==> src/rtl/mem_access_unit.sv <==
// MEM-stage bus access sequencer: issues one word-aligned load/store per
// instruction, stalls the pipeline until ack or timeout, and flags faults.
module mem_access_unit #(
  parameter int unsigned TIMEOUT = 15
) (
  input  logic        clk,
  input  logic        reset,
  input  logic        memwritem,
  input  logic        memtoregm,
  input  logic [31:0] aluoutm,
  input  logic [31:0] writedatam,
  input  logic        bus_ack,
  input  logic [31:0] bus_rdata,
  output logic        bus_req,
  output logic        bus_we,
  output logic [31:0] bus_addr,
  output logic [31:0] bus_wdata,
  output logic [31:0] readdatam,
  output logic        stallm,
  output logic        misalignm,
  output logic        buserrm
);

  typedef enum logic [1:0] {
    S_IDLE,
    S_BUSY,
    S_DONE
  } state_t;

  localparam logic [7:0] LP_LAST = 8'(TIMEOUT - 1);

  state_t      r_state;
  logic [7:0]  r_cnt;
  logic        r_is_load;
  logic        r_req;
  logic        r_we;
  logic [31:0] r_addr;
  logic [31:0] r_wdata;
  logic [31:0] r_rdata;
  logic        r_buserr;

  logic w_acc;
  logic w_aligned;

  assign w_acc     = memwritem | memtoregm;
  assign w_aligned = (aluoutm[1:0] == 2'b00);

  // Gated with reset so both flags drop the instant reset rises.
  assign stallm    = ~reset & (((r_state == S_IDLE) & w_acc & w_aligned) |
                               (r_state == S_BUSY));
  assign misalignm = ~reset & (r_state == S_IDLE) & w_acc & ~w_aligned;

  assign bus_req   = r_req;
  assign bus_we    = r_we;
  assign bus_addr  = r_addr;
  assign bus_wdata = r_wdata;
  assign readdatam = r_rdata;
  assign buserrm   = r_buserr;

  always_ff @(posedge clk or posedge reset) begin
    if (reset) begin
      r_state   <= S_IDLE;
      r_cnt     <= 8'd0;
      r_is_load <= 1'b0;
      r_req     <= 1'b0;
      r_we      <= 1'b0;
      r_addr    <= 32'd0;
      r_wdata   <= 32'd0;
      r_rdata   <= 32'd0;
      r_buserr  <= 1'b0;
    end else begin
      r_buserr <= 1'b0;
      case (r_state)
        S_IDLE: begin
          if (w_acc) begin
            if (w_aligned) begin
              r_addr    <= aluoutm;
              r_wdata   <= writedatam;
              r_we      <= memwritem;
              r_is_load <= ~memwritem;
              r_req     <= 1'b1;
              r_cnt     <= 8'd0;
              r_state   <= S_BUSY;
            end else begin
              r_rdata <= 32'd0;
            end
          end
        end
        S_BUSY: begin
          // An ack on the final timeout cycle still counts as a completion.
          if (bus_ack) begin
            r_req <= 1'b0;
            if (r_is_load) r_rdata <= bus_rdata;
            r_state <= S_DONE;
          end else if (r_cnt == LP_LAST) begin
            r_req    <= 1'b0;
            r_rdata  <= 32'd0;
            r_buserr <= 1'b1;
            r_state  <= S_DONE;
          end else begin
            r_cnt <= r_cnt + 8'd1;
          end
        end
        S_DONE: r_state <= S_IDLE;
        default: r_state <= S_IDLE;
      endcase
    end
  end

endmodule

==> config.mk <==
export PLATFORM = sky130hd
export DESIGN_NAME = mem_access_unit
export DESIGN_NICKNAME = d
export VERILOG_FILES = /design/src/rtl/mem_access_unit.sv
export SDC_FILE = /design/constraint.sdc
export NUM_CORES = 1
export LEC_CHECK = 0
export ABC_AREA = 1
export BUFFER_PORTS_ARGS = -buffer_cell sky130_fd_sc_hd__buf_2
export CAP_MARGIN = 20
export CORE_MARGIN = 2
export CORE_UTILIZATION = 47
export DETAILED_ROUTE_END_ITERATION = 7
export PLACE_DENSITY = 0.86
export SETUP_SLACK_MARGIN = 0.15
export SLEW_MARGIN = 20
export SYNTH_ARGS = -nofsm -noshare
export SYNTH_HDL_FRONTEND = slang
export SYNTH_SLANG_ARGS = --single-unit
==> constraint.sdc <==
create_clock -name clk -period 4 [get_ports clk]
set_input_delay 0.2 -clock clk [delete_from_list [all_inputs] [get_ports clk]]
set_output_delay 0.2 -clock clk [all_outputs]
set_load 0.05 [all_outputs]
==> impl_metrics.toml <==
[outcome]
outcome = "finished, violations left"
violations = "negative hold slack"

[sta]
grt_setup_unrepaired = "false"
fin_tns_setup_ns = 0
finalSetupViolations = 0
setup_slack_ns = 1.55
slew_headroom = 0.332
slew_viol_final = 0
whs_ns = -0.00172
finalHoldViolCount = 5
fin_skew_ns = 0.0175
fmax_mhz = 409
min_period_ns = 2.45
min_period_over_period = 0.612
worst_pin_slew_ns = 1.00

[global_route]
grt_overflow = 0
met1_usage = 0.276
top_usage_layer = "met2"
use_met3 = 0.0608
grt.total_usage = 0.211
grt_pass1_wl_um = 18800
grt_start_max_net_pins = 73
grt_use_met2 = 0.336
antenna_found_initial = 0
grt_pass1_vias = 4049

[power_and_ir_drop]
p_seq_frac = 0.424
p_int_mw = 1.82
p_comb_frac = 0.387
power.net_switching_mw = 1.54
ir_drop_v = 0.000362
total_power_mw = 3.36
leakage_nw = 3.53
power.density_mw_per_mm2 = 566
clkPwrFrac = 0.189
switching_share = 0.457

[floorplan]
core_mm2 = 0.00977
dieArea_mm2 = 0.0109
num_rows = 36
io_pins = 202
die_h_um = 104
start_util = 0.485
die_w_um = 104

[worst_setup_path]
worstPathRequired_ns = 4.25
cp-start-kind = "register"
cp-end-kind = "register"
worstPathMaxFanout = 64
reg2reg_slack_ns = 1.55
reg2reg_depth = 5
crit_type = "reg2reg"
critPathArrivalTime_ns = 2.70

[yosys]
synth_seq_cells = 110
seq_area_frac_synth = 0.580
yosys-top-cells-area = "dfrtp_1, nand2_1, nand3_1"
syn_area_mm2 = 0.00474
synth_largest_area_cell = "dfrtp_1"
synth.distinct_cells = 24
synth.top_cell.area_share = 0.580
avgSynthCellArea_um2 = 8.09
syn_inst = 586
synth_nets = 689
ys.warnings.count = 0

[final_layout]
layout-drive-gt1-share = 0.302
diodes = 0
nets = 872
area_growth_syn_to_layout_pct = 25.3
fin_util = 0.608
final_cell_mix = "nand2_1, buf_2, dfrtp_1"
mostFrequentLayoutCell = "nand2_1"

[clock_network]
hold_buffers = 0
root_buffer = "clkbuf_8"
cts_buffer_depth = 2
numCtsBuffers = 9
clk_latency_ns = 0.37
postCtsSetupRepairBufs = 0
cts-resized-gates = 0
cts_tree = "built"
cts_max_level = 3
cts_sinks = 110
clk_pin_slew_ns = 0.12

[routing]
via_count = 4379
firstDrtPassIters = 4
wirelength_um = 11600
viasPerCell = 4.83
routedWlPerCell_um = 12.8
drt_iter0_drc = 282
ant_nets = 0
drc = 0

[min_path]
hold_path.class = "in2async"

[placement]
place_ws_ns = 1.53
gp_routability_congestion = 0.813
portBuffers = 201
dp_hpwl_um = 8090

[flow_run]
maxCapViolCount = 0
synthesized netlist by cell type:
library cell	number
buf_6	3
a21oi_1	1
buf_2	15
inv_1	12
inv_2	5
o21bai_1	1
nand4_1	2
nand2_1	316
buf_4	4
nand2_2	3
nor2_2	2
nand3_1	43
o21ai_1	8
clkbuf_1	7
ha_1	2
nor2_1	41
dfrtp_1	110
nor2_4	1
nand3_2	2
o21ai_0	2
nor3_1	1
buf_1	2
o21a_1	1
nand2_4	2
metrics by stage:
stage	std cells	area, um2
final	907	5940
after global routing	907	5940
after CTS	907	5940
after detailed placement	891	5760
after global placement	891	5760
after floorplan	586	4750
flip-flops by register name (all words and copies together), names as in the netlist:
name	flops
buserrm	1
bus_we	1
r_cnt	8
readdatam	32
bus_wdata	32
r_state	2
bus_addr	32
bus_req	1
r_is_load	1
final cells by class:
cell class	count	area [um2]
Clock buffer	10	128
Clock inverter	6	51.3
Fill cell	887	3830
Inverter	17	67.6
Multi-Input combinational cell	428	1750
Sequential cell	110	2750
Tap cell	133	166
Timing Repair Buffer	203	1020
worst paths after layout:
kind                               start            end
min in group clk             aluoutm[10]   bus_addr[10]
max reg2reg                   r_state[1]      r_is_load
min                                reset  readdatam[20]
min reg2reg                readdatam[21]  readdatam[21]
max                           r_state[1]      r_is_load
max in group asynchronous          reset   bus_wdata[3]
kinds of logic after synthesis:
kind of cell	Yosys count	synth area share
buffers and inverters	48	0.0499
adder cells (fa/ha/maj)	2	0.00528
AND/OR/NAND/NOR	413	0.350
AO/OA/AOI/OAI	13	0.0148
flip-flops	110	0.580
worst max-delay path, stage by stage (launching register included):
cell and delay, ns:
dfrtp_1 0.42, nor2_2 0.18, nand3_2 0.46, inv_2 0.94, nand2_1 0.16, o21a_1 0.15
power by group through the flow:
| stage | clock network [mW] | registers, mW | logic [mW] |
|---|---|---|---|
| finish | 0.635 | 1.42 | 1.30 |
| global route | 0.695 | 1.45 | 1.39 |
| CTS | 0.647 | 1.42 | 1.31 |
| detailed placement | 0 | 1.44 | 1.32 |
| global placement | 0 | 1.44 | 1.29 |
| floorplan | 0 | 2.09 | 0.332 |
per-layer routing:
| layer | part of all wire | vias up | wire length [um] |
|---|---|---|---|
| met1 | 0.43 | 2029 | 5000 |
| li1 | - | 2153 | - |
| met2 | 0.46 | 183 | 5380 |
| met5 | 0 | - | 0 |
| met3 | 0.089 | 14 | 1030 |
| met4 | 0.018 | 0 | 204 |
No activity file was read; power rests on OpenSTA's default activity.
